--- src/rtl/Para.sv ---
// Shared datapath widths and writeback FSM state encodings.
// Guarded so it can be both compiled directly and included by the package.
`ifndef FWB_PARA_SV
`define FWB_PARA_SV

`define WIDTH_DATA   8
`define PICTURE_NUM  1

`define FWB_ST_IDLE  2'd0
`define FWB_ST_RUN   2'd1
`define FWB_ST_DRAIN 2'd2
`define FWB_ST_DONE  2'd3

`endif

--- src/rtl/feature_writeback_pkg.sv ---
// Types and shared constants for the feature writeback path.
`ifndef FWB_PARA_SV
`include "Para.sv"
`endif

package feature_writeback_pkg;

  localparam int WIDTH_DATA  = `WIDTH_DATA;
  localparam int PICTURE_NUM = `PICTURE_NUM;

  typedef enum logic [1:0] {
    ST_IDLE  = `FWB_ST_IDLE,
    ST_RUN   = `FWB_ST_RUN,
    ST_DRAIN = `FWB_ST_DRAIN,
    ST_DONE  = `FWB_ST_DONE
  } wb_state_e;

endpackage

--- src/rtl/wb_sync_fifo.sv ---
// Synchronous FIFO with registered full/empty flags and a registered head word.
module wb_sync_fifo #(
  parameter int WIDTH = 65,
  parameter int DEPTH = 16
) (
  input  logic             clk,
  input  logic             rst,
  input  logic             push_i,
  input  logic [WIDTH-1:0] wdata_i,
  input  logic             pop_i,
  output logic             full_o,
  output logic             empty_o,
  output logic [WIDTH-1:0] head_o
);

  localparam int AW = $clog2(DEPTH);
  localparam logic [AW:0] COUNT_FULL = (AW+1)'(DEPTH);
  localparam logic [AW:0] COUNT_ONE  = (AW+1)'(1);

  logic [WIDTH-1:0] mem_q [DEPTH];
  logic [AW-1:0]    wr_ptr_q, wr_ptr_d, rd_ptr_q, rd_ptr_d;
  logic [AW:0]      count_q, count_d;
  logic             full_q, full_d, empty_q, empty_d;
  logic [WIDTH-1:0] head_q, head_d;
  logic             do_push, do_pop;

  assign do_push = push_i && !full_q;
  assign do_pop  = pop_i && !empty_q;

  // NOTE: every variable assigned here gets a default first, so no path leaves it unassigned and no latch is inferred.
  always_comb begin
    wr_ptr_d = wr_ptr_q;
    rd_ptr_d = rd_ptr_q;
    count_d  = count_q;
    head_d   = head_q;
    if (do_push) wr_ptr_d = wr_ptr_q + AW'(1);
    if (do_pop)  rd_ptr_d = rd_ptr_q + AW'(1);
    case ({do_push, do_pop})
      2'b10:   count_d = count_q + COUNT_ONE;
      2'b01:   count_d = count_q - COUNT_ONE;
      default: count_d = count_q;
    endcase
    // The head bypasses the array when the incoming word becomes the new head.
    if (do_push && (empty_q || (do_pop && count_q == COUNT_ONE))) begin
      head_d = wdata_i;
    end else if (do_pop && count_q != COUNT_ONE) begin
      head_d = mem_q[rd_ptr_d];
    end
    full_d  = (count_d == COUNT_FULL);
    empty_d = (count_d == '0);
  end

  // NOTE: sequential state uses non-blocking assignments so all flops update from pre-edge values.
  always_ff @(posedge clk) begin
    if (rst) begin
      wr_ptr_q <= '0;
      rd_ptr_q <= '0;
      count_q  <= '0;
      full_q   <= 1'b0;
      empty_q  <= 1'b1;
      head_q   <= '0;
    end else begin
      wr_ptr_q <= wr_ptr_d;
      rd_ptr_q <= rd_ptr_d;
      count_q  <= count_d;
      full_q   <= full_d;
      empty_q  <= empty_d;
      head_q   <= head_d;
    end
  end

  // NOTE: the storage array is deliberately not reset; the pointers and count define which entries are valid.
  always_ff @(posedge clk) begin
    if (do_push) mem_q[wr_ptr_q] <= wdata_i;
  end

  assign full_o  = full_q;
  assign empty_o = empty_q;
  assign head_o  = head_q;

endmodule

--- src/rtl/feature_writeback.sv ---
// Collects conv result beats for one layer, tags the final beat and streams them
// out through a small FIFO; Done holds until the controller acknowledges.
module feature_writeback
  import feature_writeback_pkg::*;
#(
  parameter int CHANNEL_OUT_NUM    = 8,
  parameter int WIDTH_FEATURE_SIZE = 12,
  parameter int WIDTH_CHANNEL_NUM  = 10,
  parameter int FIFO_DEPTH         = 16,
  parameter int WIDTH_BEAT         = 34
) (
  input  logic                                             clk,
  input  logic                                             rst,
  input  logic                                             Start,
  input  logic                                             Next_Reg,
  input  logic [WIDTH_DATA*PICTURE_NUM*CHANNEL_OUT_NUM-1:0] S_Data,
  input  logic                                             S_Valid,
  output logic                                             S_Ready,
  input  logic [WIDTH_FEATURE_SIZE-1:0]                    Row_Num_Out_REG,
  input  logic [WIDTH_CHANNEL_NUM-1:0]                     Channel_Out_Num_REG,
  output logic [WIDTH_DATA*PICTURE_NUM*CHANNEL_OUT_NUM-1:0] M_Data,
  output logic                                             M_Valid,
  input  logic                                             M_Ready,
  output logic                                             M_Last,
  output logic                                             Done
);

  localparam int WIDTH_BUS = WIDTH_DATA * PICTURE_NUM * CHANNEL_OUT_NUM;

  wb_state_e                     state_q, state_d;
  logic [WIDTH_FEATURE_SIZE-1:0] w_q, w_d, col_q, col_d, row_q, row_d;
  logic [WIDTH_CHANNEL_NUM-1:0]  g_q, g_d, grp_q, grp_d;
  logic [WIDTH_BEAT-1:0]         total_q, total_d, beat_q, beat_d;

  logic                 push, pop, last_beat;
  logic                 fifo_full, fifo_empty, head_last;
  logic [WIDTH_BUS-1:0] head_data;

  assign S_Ready   = (state_q == ST_RUN) && !fifo_full;
  assign push      = S_Valid && S_Ready;
  assign M_Valid   = !fifo_empty;
  assign pop       = M_Valid && M_Ready;
  assign M_Data    = head_data;
  assign M_Last    = head_last;
  assign Done      = (state_q == ST_DONE);
  assign last_beat = (beat_q == total_q - WIDTH_BEAT'(1));

  always_comb begin
    state_d = state_q;
    w_d     = w_q;
    g_d     = g_q;
    total_d = total_q;
    beat_d  = beat_q;
    grp_d   = grp_q;
    col_d   = col_q;
    row_d   = row_q;
    case (state_q)
      ST_IDLE: begin
        if (Start && Row_Num_Out_REG != '0 && Channel_Out_Num_REG != '0) begin
          w_d     = Row_Num_Out_REG;
          g_d     = Channel_Out_Num_REG;
          total_d = WIDTH_BEAT'(Row_Num_Out_REG) * WIDTH_BEAT'(Row_Num_Out_REG)
                  * WIDTH_BEAT'(Channel_Out_Num_REG);
          beat_d  = '0;
          grp_d   = '0;
          col_d   = '0;
          row_d   = '0;
          state_d = ST_RUN;
        end
      end
      ST_RUN: begin
        if (push) begin
          beat_d = beat_q + WIDTH_BEAT'(1);
          // Channel group is the fastest-moving index, then column, then row.
          if (grp_q == g_q - WIDTH_CHANNEL_NUM'(1)) begin
            grp_d = '0;
            if (col_q == w_q - WIDTH_FEATURE_SIZE'(1)) begin
              col_d = '0;
              row_d = row_q + WIDTH_FEATURE_SIZE'(1);
            end else begin
              col_d = col_q + WIDTH_FEATURE_SIZE'(1);
            end
          end else begin
            grp_d = grp_q + WIDTH_CHANNEL_NUM'(1);
          end
          if (last_beat) state_d = ST_DRAIN;
        end
      end
      ST_DRAIN: begin
        if (pop && head_last) state_d = ST_DONE;
      end
      ST_DONE: begin
        if (Next_Reg) state_d = ST_IDLE;
      end
      default: state_d = ST_IDLE;
    endcase
  end

  always_ff @(posedge clk) begin
    if (rst) begin
      state_q <= ST_IDLE;
      w_q     <= '0;
      g_q     <= '0;
      total_q <= '0;
      beat_q  <= '0;
      grp_q   <= '0;
      col_q   <= '0;
      row_q   <= '0;
    end else begin
      state_q <= state_d;
      w_q     <= w_d;
      g_q     <= g_d;
      total_q <= total_d;
      beat_q  <= beat_d;
      grp_q   <= grp_d;
      col_q   <= col_d;
      row_q   <= row_d;
    end
  end

  wb_sync_fifo #(
    .WIDTH (WIDTH_BUS + 1),
    .DEPTH (FIFO_DEPTH)
  ) u_fifo (
    .clk     (clk),
    .rst     (rst),
    .push_i  (push),
    .wdata_i ({last_beat, S_Data}),
    .pop_i   (pop),
    .full_o  (fifo_full),
    .empty_o (fifo_empty),
    .head_o  ({head_last, head_data})
  );

endmodule

--- config.mk ---
export PLATFORM = sky130hd
export DESIGN_NAME = feature_writeback
export DESIGN_NICKNAME = d
export VERILOG_FILES = /design/src/rtl/feature_writeback_pkg.sv /design/src/rtl/wb_sync_fifo.sv /design/src/rtl/feature_writeback.sv
export VERILOG_INCLUDE_DIRS = /design/src /design/src/rtl
export SDC_FILE = /design/constraint.sdc
export NUM_CORES = 2
export LEC_CHECK = 0
export ABC_AREA = 1
export BUFFER_PORTS_ARGS = -buffer_cell sky130_fd_sc_hd__buf_2
export CELL_PAD_IN_SITES_DETAIL_PLACEMENT = 1
export CELL_PAD_IN_SITES_GLOBAL_PLACEMENT = 2
export CORE_ASPECT_RATIO = 2
export CORE_UTILIZATION = 35
export DETAILED_ROUTE_END_ITERATION = 10
export MAX_ROUTING_LAYER = met4
export PLACE_DENSITY_LB_ADDON = 0.2
export RECOVER_POWER = 100
export REMOVE_ABC_BUFFERS = 1
export SLEW_MARGIN = 30
export SYNTH_ARGS = -nofsm -noshare
export SYNTH_HDL_FRONTEND = slang
export SYNTH_SLANG_ARGS = --single-unit
export TNS_END_PERCENT = 5
--- constraint.sdc ---
create_clock -name clk -period 13 [get_ports clk]
set_input_delay 1.3 -clock clk [delete_from_list [all_inputs] [get_ports clk]]
set_output_delay 1.3 -clock clk [all_outputs]
set_load 0.02 [all_outputs]
==> results by group <==
Run status
  • Status: finished with violations
  • Failing checks: capacitance limit, slew limit

STA
  • Slew headroom: -1.852
  • Worst-margin pin slew: 4277 ps
  • Max Clock Skew: 36.65 ps
  • Setup_tns: 0 ps
  • Final Max Slew Viols: approximately 1500
  • Fmax: 0.09137 GHz
  • Setup violations, final: 0
  • Fin crit period: 10940 ps
  • Fin crit share: 0.8419
  • Final hold viol count: 0
  • Worst-case hold slack: 496.6 ps
  • RSZ-0062 raised after global routing: no

Clock tree
  • CTS Buffer Depth: 3
  • CTS-repair resized insts: 0
  • CTS tree: built
  • Skew-Pair Late Insertion Delay: slightly above 700 ps
  • CTS root buffer: clkbuf_16
  • Clk slew on worst S/H paths: 70 ps
  • Post-CTS Setup Bufs: 0
  • Clk sinks: 1190
  • Post-CTS Hold Buffers: 0
  • TritonCTS buffer count: around 110
  • H-tree depth: 3

Synthesis
  • Area leader, netlist: edfxtp_1
  • Syn Std Cell Area: 60590 sq um
  • Netlist cell types: 54
  • Count leader, synth: edfxtp_1
  • Gate Count Post-Synth: 5697
  • Number of synthesis warnings: 0
  • Ys flop type: edfxtp_1
  • Synth area leaders: edfxtp_1 52%, fa_1 8.1%, nor2_1 5.6%
  • Yosys top cell area share: 0.5154
  • Syn Area/Cell: 10.64 sq um
  • #FFs+latches synth: 1190
  • Post-synth ARST share: 0
  • Seq/Total Area, Yosys: 0.5650
  • Synth top cells by count: 1040 x edfxtp_1, 909 x nor2_1, 635 x inv_1, 581 x o21ai_0, 500 x nand2_1
  • Number of synthesized flops with an enable pin: 1040

Placed design
  • Port buffer count: 159
  • Placed cell area: 63610 sq um
  • Post-DP HPWL: approximately 120000 microns
  • RD Place Congestion: 0.8539
  • Placed cells: 7901

Detailed routing
  • Via Count: 42880
  • Vias per cell: 5.287
  • DR pass1 iterations: 5
  • Post-DR wirelength/cell: approximately 24 microns
  • Residual DRC: 0
  • Routed Antenna Nets: 0
  • Drt initial violations: 2322
  • Routed wire length: 196100 microns

Global routing
  • First-pass GRT wire length: between 200000 and 300000 microns
  • Total gr overflow: 0
  • Initial antenna violation count: 11
  • Via count of the first global-routing pass: 46070
  • Largest net degree at the start of global routing: 201
  • GRT Total Usage: 0.2310

Critical path
  • Buf+Inv Stages, Crit Path: 6
  • CP max stage delay: between 3000 and 4000 ps
  • Worst path slowest cell: clkinvlp_2
  • Critical Path End Type: flop
  • Setup CP Type: input pin to flop
  • Crit path cell chain: buf_2 -> inv_1 -> nor2_1 -> nand2_1 -> nand2_1 -> clkinvlp_2 -> buf_12 -> buf_6 -> nor2_1 -> nor2_1 -> o21ai_0 -> o211ai_1 -> nand3_1 -> nand3_1 -> o2111ai_1 -> inv_1
  • Worst EP required: ~14000 ps
  • Crit-path max FO: between 150 and 200
  • Top delay family on crit path: buffers and inverters
  • Worst EP arrival: roughly 12000 ps
  • CP startpoint kind: input pin
  • Most used cell, CP: nor2_1

Finish
  • Synth-to-Final Area Change: 10.04%
  • Fillers: 19150
  • Layout cell share with drive strength beyond 1: 0.05447
  • Final Non-Filler Cells: 8111
  • Cell area after layout: 66670 sq um
  • # nets final: 6211

Floorplan
  • DIE WIDTH: 296.2 microns
  • Cell Rows: 215
  • Die ar.: 174900 sq um
  • Die height: a little under 600 microns
  • Core Area: approximately 170000 sq um
  • Starting Density: 0.3530
  • Ports: 160

Worst hold path
  • Hold Path Class: flop to flop

Run
  • Max cap viols: between 40 and 50
[metal layers]
layer	track usage	vias up	routed length, microns	share of wire
met5	-	-	0	0
li1	-	19640	-	-
met3	0.02496	289	6079	0.031
met2	0.4315	689	108700	0.55
met4	0.07824	0	6621	0.034
met1	0.2498	22260	74640	0.38
[sequential cells by signal, summed over array words and instances (netlist names)]
register and flops:
total_q 34, beat_q 34, state_q 2, u_fifo.full_o 1
u_fifo.wr_ptr_q 4, u_fifo.empty_o 1, u_fifo.rd_ptr_q 4, u_fifo.count_q 5
u_fifo.mem_q 1040, u_fifo.head_o 65
[cells by family after synthesis]
group | after synthesis | share of synthesized area
AO/OA/AOI/OAI | 1254 | 0.1211
XOR/XNOR | 93 | 0.01381
adder cells (fa/ha/maj) | 388 | 0.1105
buffers and inverters | 946 | 0.06284
flip-flops | 1190 | 0.5650
multiplexers | 1 | 0.0001652
AND/OR/NAND/NOR | 1825 | 0.1267
[worst register-to-register path, cell delays in order, from the launching register on]
cell and delay, ps:
dfxtp_1 310, nor2_1 640, nand2_1 160, nand2_1 2550
clkinvlp_2 3810, buf_12 920, buf_6 870, nor2_1 230
nor2_1 50, o21ai_0 110, o211ai_1 140, nand3_1 170
nand3_1 180, o2111ai_1 150, inv_1 70
[area by class of cell]
class	count	area (sq um)	share of cell area
antenna	13	32.53	0.0004879
clock buffer	148	2993	0.04489
clock inverter	49	441.7	0.006624
inverter	647	2451	0.03676
multi-input combinational	3561	22670	0.3399
sequential	1190	34230	0.5134
tap	2278	2850	0.04275
timing repair buffer	225	1007	0.01511
[final timing paths]
| kind | startpoint | cells after the start | slack (ps) | end |
|---|---|---|---|---|
| setup / recovery | M_Ready | 16 | 2060 | u_fifo.head_o[58]$_SDFFE_PP0P_ |
| hold / removal | beat_q[33]$_SDFFE_PP0P_ | 2 | 500 | beat_q[33]$_SDFFE_PP0P_ |
| setup reg to reg | u_fifo.empty_o$_SDFF_PP1_ | 14 | 2510 | u_fifo.head_o[58]$_SDFFE_PP0P_ |
| hold reg to reg | beat_q[33]$_SDFFE_PP0P_ | 2 | 500 | beat_q[33]$_SDFFE_PP0P_ |
[cell usage in the layout, fill, tap and decap left out, types with 108 or more instances in the layout]
cell,n
a21oi_1,193
clkbuf_1,199
clkbuf_16,108
dfxtp_1,150
edfxtp_1,1040
fa_1,245
ha_1,143
inv_1,634
nand2_1,501
nand3_1,205
nor2_1,898
o211ai_1,235
o21ai_0,594
[stage by stage]
stage,util,worst slack (ps)
floorplan,-,3058
global placement,0.3704,1974
detailed placement,0.3706,1921
CTS,0.3906,2682
global route,0.3884,1156
finish,0.3885,2056
Power is not shown: default switching activity piles up to over one toggle a cycle in this logic, so the estimate is an artifact.
